**config.mk**
```make
export PLATFORM = sky130hd
export DESIGN_NAME = seq_stream_ctrl
export DESIGN_NICKNAME = d
export VERILOG_FILES = /design/src/rtl/seq_stream_ctrl.sv
export SDC_FILE = /design/constraint.sdc
export NUM_CORES = 1
export LEC_CHECK = 0
export ABC_AREA = 1
export CORE_MARGIN = 2
export CORE_UTILIZATION = 55
export CTS_CLUSTER_DIAMETER = 100
export DETAILED_ROUTE_END_ITERATION = 10
export PLACE_DENSITY = 0.8
export SLEW_MARGIN = 20
export SYNTH_ARGS = -nofsm -noshare
export SYNTH_HDL_FRONTEND = slang
export SYNTH_SLANG_ARGS = --single-unit
```
**constraint.sdc**
```tcl
create_clock -name clk -period 2 [get_ports clk]
set_input_delay 0.4 -clock clk [delete_from_list [all_inputs] [get_ports clk]]
set_output_delay 0.4 -clock clk [all_outputs]
set_load 0.05 [all_outputs]
```
**src/rtl/seq_stream_ctrl.sv**
```systemverilog
// seq_stream_ctrl: serialises a frame of W-bit bytes MSB-first into an
// external clock-enabled sequence detector and counts its detections.
// A one-byte holding buffer lets consecutive bytes stream with no gap;
// when the source stalls, ser_en drops so the detector freezes and the
// bit stream it sees stays contiguous.
// Optional build macro: SEQ_STREAM_HIT_SAT_EN -- when defined, hit_cnt
// saturates at 255; when undefined, hit_cnt wraps 255 -> 0.
module seq_stream_ctrl #(
  parameter int W    = 8,
  parameter int NB_W = 4
) (
  input  logic            clk,
  input  logic            rst_n,
  input  logic            start,
  input  logic [NB_W-1:0] nbytes,
  input  logic [W-1:0]    din,
  input  logic            din_valid,
  output logic            din_ready,
  output logic            ser_out,
  output logic            ser_en,
  output logic            det_rst_n,
  input  logic            dec,
  output logic            busy,
  output logic            done,
  output logic [7:0]      hit_cnt
);

  localparam int BIT_W = (W > 1) ? $clog2(W) : 1;

  typedef enum logic [2:0] {
    S_IDLE,
    S_CLR,
    S_LOAD,
    S_SHIFT,
    S_FLUSH,
    S_DONE
  } state_t;

  state_t            state_q;
  logic [W-1:0]      shift_q;
  logic [W-1:0]      buf_q;
  logic              buf_full_q;
  // Bytes of the frame that have not yet entered the shift register
  // (a byte sitting in the holding buffer still counts as remaining).
  logic [NB_W-1:0]   rem_q;
  logic [BIT_W-1:0]  bit_q;
  logic              ser_en_q;
  logic              ser_en_prev_q;
  logic              busy_q;
  logic              done_q;
  logic              det_rst_n_q;
  logic [7:0]        hit_q;
  logic [7:0]        hit_d;

  logic din_fire;
  logic last_bit;

  // Accept a byte in LOAD, or in SHIFT while the holding buffer is free
  // and the frame still needs more bytes than are already in hand.
  assign din_ready = (state_q == S_LOAD) ||
                     ((state_q == S_SHIFT) && !buf_full_q && (rem_q != '0));
  assign din_fire  = din_valid && din_ready;
  assign last_bit  = (bit_q == BIT_W'(W - 1));

  assign ser_en    = ser_en_q;
  assign ser_out   = ser_en_q & shift_q[W-1];
  assign det_rst_n = det_rst_n_q;
  assign busy      = busy_q;
  assign done      = done_q;
  assign hit_cnt   = hit_q;

  // Frame sequencer: state, datapath and registered control outputs.
  always_ff @(posedge clk or negedge rst_n) begin
    if (!rst_n) begin
      state_q       <= S_IDLE;
      shift_q       <= '0;
      buf_q         <= '0;
      buf_full_q    <= 1'b0;
      rem_q         <= '0;
      bit_q         <= '0;
      ser_en_q      <= 1'b0;
      ser_en_prev_q <= 1'b0;
      busy_q        <= 1'b0;
      done_q        <= 1'b0;
      det_rst_n_q   <= 1'b0;
    end else begin
      done_q        <= 1'b0;
      det_rst_n_q   <= 1'b1;
      ser_en_prev_q <= ser_en_q;
      case (state_q)
        S_IDLE: begin
          if (start) begin
            state_q     <= S_CLR;
            rem_q       <= nbytes;
            buf_full_q  <= 1'b0;
            busy_q      <= 1'b1;
            det_rst_n_q <= 1'b0;
          end
        end
        S_CLR: begin
          state_q <= (rem_q == '0) ? S_FLUSH : S_LOAD;
        end
        S_LOAD: begin
          if (din_fire) begin
            shift_q  <= din;
            rem_q    <= rem_q - NB_W'(1);
            bit_q    <= '0;
            ser_en_q <= 1'b1;
            state_q  <= S_SHIFT;
          end
        end
        S_SHIFT: begin
          if (!last_bit) begin
            shift_q <= shift_q << 1;
            bit_q   <= bit_q + BIT_W'(1);
            if (din_fire) begin
              buf_q      <= din;
              buf_full_q <= 1'b1;
            end
          end else begin
            bit_q <= '0;
            if (rem_q == '0) begin
              ser_en_q <= 1'b0;
              state_q  <= S_FLUSH;
            end else if (buf_full_q) begin
              shift_q    <= buf_q;
              buf_full_q <= 1'b0;
              rem_q      <= rem_q - NB_W'(1);
            end else if (din_fire) begin
              // Byte arriving on the final bit goes straight into the shifter.
              shift_q <= din;
              rem_q   <= rem_q - NB_W'(1);
            end else begin
              ser_en_q <= 1'b0;
              state_q  <= S_LOAD;
            end
          end
        end
        S_FLUSH: begin
          done_q  <= 1'b1;
          state_q <= S_DONE;
        end
        S_DONE: begin
          busy_q  <= 1'b0;
          state_q <= S_IDLE;
        end
        default: begin
          state_q  <= S_IDLE;
          busy_q   <= 1'b0;
          ser_en_q <= 1'b0;
        end
      endcase
    end
  end

  // Next detection count: cleared in CLR, bumped when dec follows an enabled bit.
  always_comb begin
    hit_d = hit_q;
    if (state_q == S_CLR) begin
      hit_d = '0;
    end else if (dec && ser_en_prev_q) begin
`ifdef SEQ_STREAM_HIT_SAT_EN
      if (hit_q != 8'hFF) begin
        hit_d = hit_q + 8'd1;
      end
`else
      hit_d = hit_q + 8'd1;
`endif
    end
  end

  // Detection counter register.
  always_ff @(posedge clk or negedge rst_n) begin
    if (!rst_n) begin
      hit_q <= '0;
    end else begin
      hit_q <= hit_d;
    end
  end

endmodule

```
# Word-level counts from Yosys, hierarchy flattened
# Cells that the tools add are included.
# classes
addsub	3
eq_ne	14
n_mux	39
bitwise	4
n_reduce_logical	23
# op_table
cell	count
$mux W8	6
$mux W3	9
$mux W4	5
$pmux W8 S2	1
$pmux W3 S5	1
$mux W1	12
$pmux W4 S3	1
$reduce_and A5 Y1	2
$eq A3 B3 Y1 const B	3
$add A8 B1 Y8 const B	1
$ne A2 B2 Y1 const B	4
$reduce_and A4 Y1	2
$reduce_or A4 Y1	2
$eq A3 B2 Y1 const B	2
$ne A3 B2 Y1 const B	2
$ne A3 B3 Y1 const B	2
$pmux W3 S2	1
$reduce_and A2 Y1	3
$reduce_bool A2 Y1	3
$logic_and A1 B1 Y1	4
$logic_not A4 Y1	1
$pmux W1 S2	2
$reduce_bool A4 Y1	1
$sub A4 B1 Y4 const B	1
10 further kinds	12
# totals
regBits	40
input_bits	17
wordCells	95

# Longest topological paths before layout
# depth
depth_word	10
ltp_mapped	12
ltp_nobuf	12

# Worst setup path after synthesis
# Ideal clock, no wire load.
# synth_path
kind	register -> register
start	register rem_q[0]
end	register shift_q[2]
setup_ns	0.120
arrival_time_ns	1.530
path_slack_ns	0.350
stages_incl_launch_ff	12
path_buffers	1
period_less_slack_ns	1.650
cell_sequence	dfrtp_1 -> inv_1 -> ha_1 -> nand3_1 -> nand3_1 -> nand2_2 -> buf_4 -> nand3_1 -> nand2_1 -> nand2_1 -> nand2_1 -> a21oi_1
# synth_between
elab_chain_cells	9
elab_cells_between_ends	12
classes_between	eq/ne (1); mux (5); reduce/logical (6)
# synth_lines
item	line_no	source
start: declaration	45	logic [NB_W-1:0] rem_q;
start signal: assignment	94	rem_q <= nbytes;
start signal: assignment	106	rem_q <= rem_q - NB_W'(1);
start signal: assignment	128	rem_q <= rem_q - NB_W'(1);
$reduce_bool A4 Y1 *	61	((state_q == S_SHIFT) && !buf_full_q && (rem_q != '0));
$logic_and A1 B1 Y1 *	61	
$logic_or A1 B1 Y1 *	60	assign din_ready = (state_q == S_LOAD) ||
via din_ready	18	output logic din_ready,
$logic_and A1 B1 Y1 *	62	assign din_fire = din_valid && din_ready;
$mux W8 *	n/a	
$mux W8 (3 in a row)	n/a	
$pmux W8 S2 *	n/a	
end signal: assignment	105	shift_q <= din;
end signal: assignment	114	shift_q <= shift_q << 1;
end signal: assignment	126	shift_q <= buf_q;
end: declaration	40	logic [W-1:0] shift_q;
# Mark *: on every way through the listed nets, which the timed path passes. The rest lies on a longest branch. The select of a mux whose other input is x is not followed.
# A chain may end at the register's enable or synchronous reset.

# Final worst setup path
# layout_path
start	register rem_q[0]
end	output port din_ready
# layout_between
elab_chain_cells	3
# layout_lines
item	line_no
$reduce_bool A4 Y1	61
$logic_and A1 B1 Y1	61
$logic_or A1 B1 Y1	60
end: declaration	18
# No other way between the ends.

==> summary.txt <==
Status
  • Status: completed

Logic synthesis
  • Yosys cell types: 31
  • Synthesized net count: 356
  • Cells after Synth: 335
  • Synth Cell Area: 0.00235 sq mm
  • #FFs+latches synth: 40
  • Synth warnings: 0
  • Register area share after synthesis: 0.426
  • Syn_area_per_cell: 7.01 sq um

Route
  • Drt pass-1 iters: 4
  • Drt total wl: 5.30 mm
  • Vias per inst: 5.25
  • Vias: 2,235
  • DRT iter0 DRCs: 157
  • DR WL/cell: 12.4 um
  • DRC Markers: 0
  • Final antenna-violating net count: 0

Finish
  • Layout cells sized above 1: 0.101
  • Area Overhead vs Synth: 23.3%
  • Sequential cell area: 0.00100 sq mm
  • Final core utilization: 0.714
  • Diodes inserted: 0
  • Layout Nets: 396
  • Most common cell after layout, fill and taps aside: nand2_1
  • Multi-input gate area: 0.00113 sq mm
  • Most frequent cells in the layout: nand2_1, inv_1, nor2_1
  • Filler cells: 336
  • Final cell count without fillers: 426

Worst setup path
  • Critical Path Start Type: register
  • Worst path required time: 1.60 ns
  • Crit path cell chain: inv_2 > ha_4 > nand3_4 > nand3_1 > nand2_2 > buf_6 > buf_12
  • Worst setup EP type: output pin
  • WP data arrival: 1.54 ns
  • Highest cell delay on the worst timing path: 0.40 ns
  • CP Class: register to output pin
  • Slowest cell on crit path: dfrtp_1
  • Worst-path fanout max: 11
  • Worst reg2reg path depth: 8

Floorplanning
  • Initial Utilization: 0.579
  • Die X: 69.4 um
  • # IOs: 31
  • FP Rows: 23
  • Die area: 0.00481 sq mm
  • Die Ht: 69.4 um
  • Core area: 0.00406 sq mm

STA
  • Worst Tran Pin Value: 0.496 ns
  • Final Hold Vio Count: 0
  • Setup_tns: 0 ns
  • Setup Skew: 0.00540 ns
  • Normalized max-slew margin: 0.668
  • RSZ-0062 raised after global routing: no
  • Final max-slew violation count: 0
  • Final Setup Violations: 0
  • Fin Hold WS: 0.0597 ns
  • Max Clk Rate: 514 MHz
  • Crit path time final: 1.94 ns
  • Final Cycle Share: 0.972

CTS
  • CTS tree: yes
  • Reg clk slew, reported paths: 0.08 ns
  • H-tree Lvls: 2
  • Clk root buf: clkbuf_8
  • Hold-fix buffers, CTS: 0
  • Worst skew pair latency: 0.29 ns
  • Num CTS Buffers: 5
  • Clock sinks: 40
  • Clock Path Buffers: 2

Global routing
  • Gr usage total: 0.223
  • First-pass GRT wire length: 8.76 mm
  • Global route overflow: 0
  • Vias in the first global route: 1,996
  • Antenna violations before repair: 0
  • Largest net degree at the start of global routing: 41

Worst hold path
  • Worst Hold Class: input port to async pin

Place
  • Post-DP HPWL: 3.62 mm
  • I/O Buffers: 30
  • Dpl cells: 416
  • Final Wtd Congestion: 0.886

Pwr
  • VDD IR-drop max: 1.13 mV
  • Pleak: 1.53 nW
  • Pwr Density: 1730 mW/mm^2

Run
  • MaxCap Viol Count: 0
[critical path: cells and delay by family (launching register included)]
family	cells	cell delay, ns
AND/OR/NAND/NOR	3	0.28
buffers and inverters	3	0.42
adder cells (fa/ha/maj)	1	0.16
flip-flops	1	0.40
[logic make-up (layout without fill, tap and decap cells)]
kind of cell	Yosys count	after routing	synth area share
flops	40	40	0.426
simple gates	173	173	0.313
xor+xnor	2	2	0.00746
compound gates	56	56	0.130
buf+inv	60	101	0.102
fa+ha+maj	4	4	0.0213
[per-stage QoR]
stage	area, sq um	setup slack (ns)	power [mW]
2_1_floorplan	2350	0.350	3.48
3_3_place_gp	2740	0.205	4.17
3_5_place_dp	2740	0.126	4.23
4_1_cts	2870	0.00725	4.95
5_1_grt	2900	0.00140	5.44
6_report	2900	0.0559	5.01
[cell usage after synthesis]
cell type / number / area share
nand4_1: 2 / 0.0053
o21bai_1: 2 / 0.0064
xnor2_1: 1 / 0.0037
a31oi_1: 1 / 0.0027
o21ai_0: 12 / 0.026
inv_1: 50 / 0.080
o21ai_1: 9 / 0.019
o2111ai_1: 1 / 0.0037
nand2_2: 7 / 0.019
nand3_1: 28 / 0.060
nor2_1: 46 / 0.073
nor3_1: 3 / 0.0064
o211ai_1: 1 / 0.0032
clkbuf_1: 2 / 0.0032
buf_6: 1 / 0.0048
a21oi_1: 25 / 0.053
ha_1: 4 / 0.021
dfrtp_1: 40 / 0.43
clkinv_1: 1 / 0.0016
o22ai_1: 1 / 0.0027
nand2_4: 1 / 0.0048
inv_2: 3 / 0.0048
o21a_1: 1 / 0.0032
a211oi_1: 1 / 0.0032
xor2_1: 1 / 0.0037
or2_2: 1 / 0.0027
buf_4: 1 / 0.0032
nor2_4: 2 / 0.0096
a22o_1: 2 / 0.0075
nand2_1: 83 / 0.13
buf_2: 2 / 0.0043
[per-layer routing]
layer | GRT usage | vias up | routed length (um)
met5 | 0 | - | 0
met4 | 0.0871 | 0 | 58
met2 | 0.371 | 58 | 2560
met1 | 0.294 | 1026 | 2430
met3 | 0.0334 | 8 | 250
li1 | - | 1143 | -
[area by class of cell]
type,count,share of cell area
Multi-Input combinational cell,235,0.392
Sequential cell,40,0.346
Timing Repair Buffer,39,0.133
Inverter,54,0.0700
Clock buffer,6,0.0251
Tap cell,50,0.0216
Clock inverter,2,0.0121
[timing repair]
action / in CTS / in global routing
setup endpoints to repair: 1 / 1
pin swaps: 0 / 1
resized for setup: 5 / 3
setup buffers: 0 / 2
[state kept, by name, summed over array words and instances, names as in the netlist]
register	count
done	1
shift_q	8
hit_cnt	8
ser_en_prev_q	1
ser_en	1
buf_full_q	1
state_q	3
busy	1
buf_q	8
det_rst_n	1
rem_q	4
bit_q	3
[worst paths after layout]
kind | start | endpoint | slack [ns]
setup reg to reg | bit_q[0] | buf_q[7] | 0.29
setup / recovery | rem_q[0] | din_ready | 0.06
hold reg to reg | ser_en | ser_en_prev_q | 0.45
hold / removal | rst_n | hit_cnt[5] | 0.06
max in group asynchronous | rst_n | state_q[0] | 1.72
min in group clk | ser_en | ser_en_prev_q | 0.45
[power breakdown]
group          switching [mW]  internal, mW
clock                   0.280         0.370
combinational            1.84          1.10
sequential              0.267          1.16
Note: power is estimated with default switching activity, not from simulation.
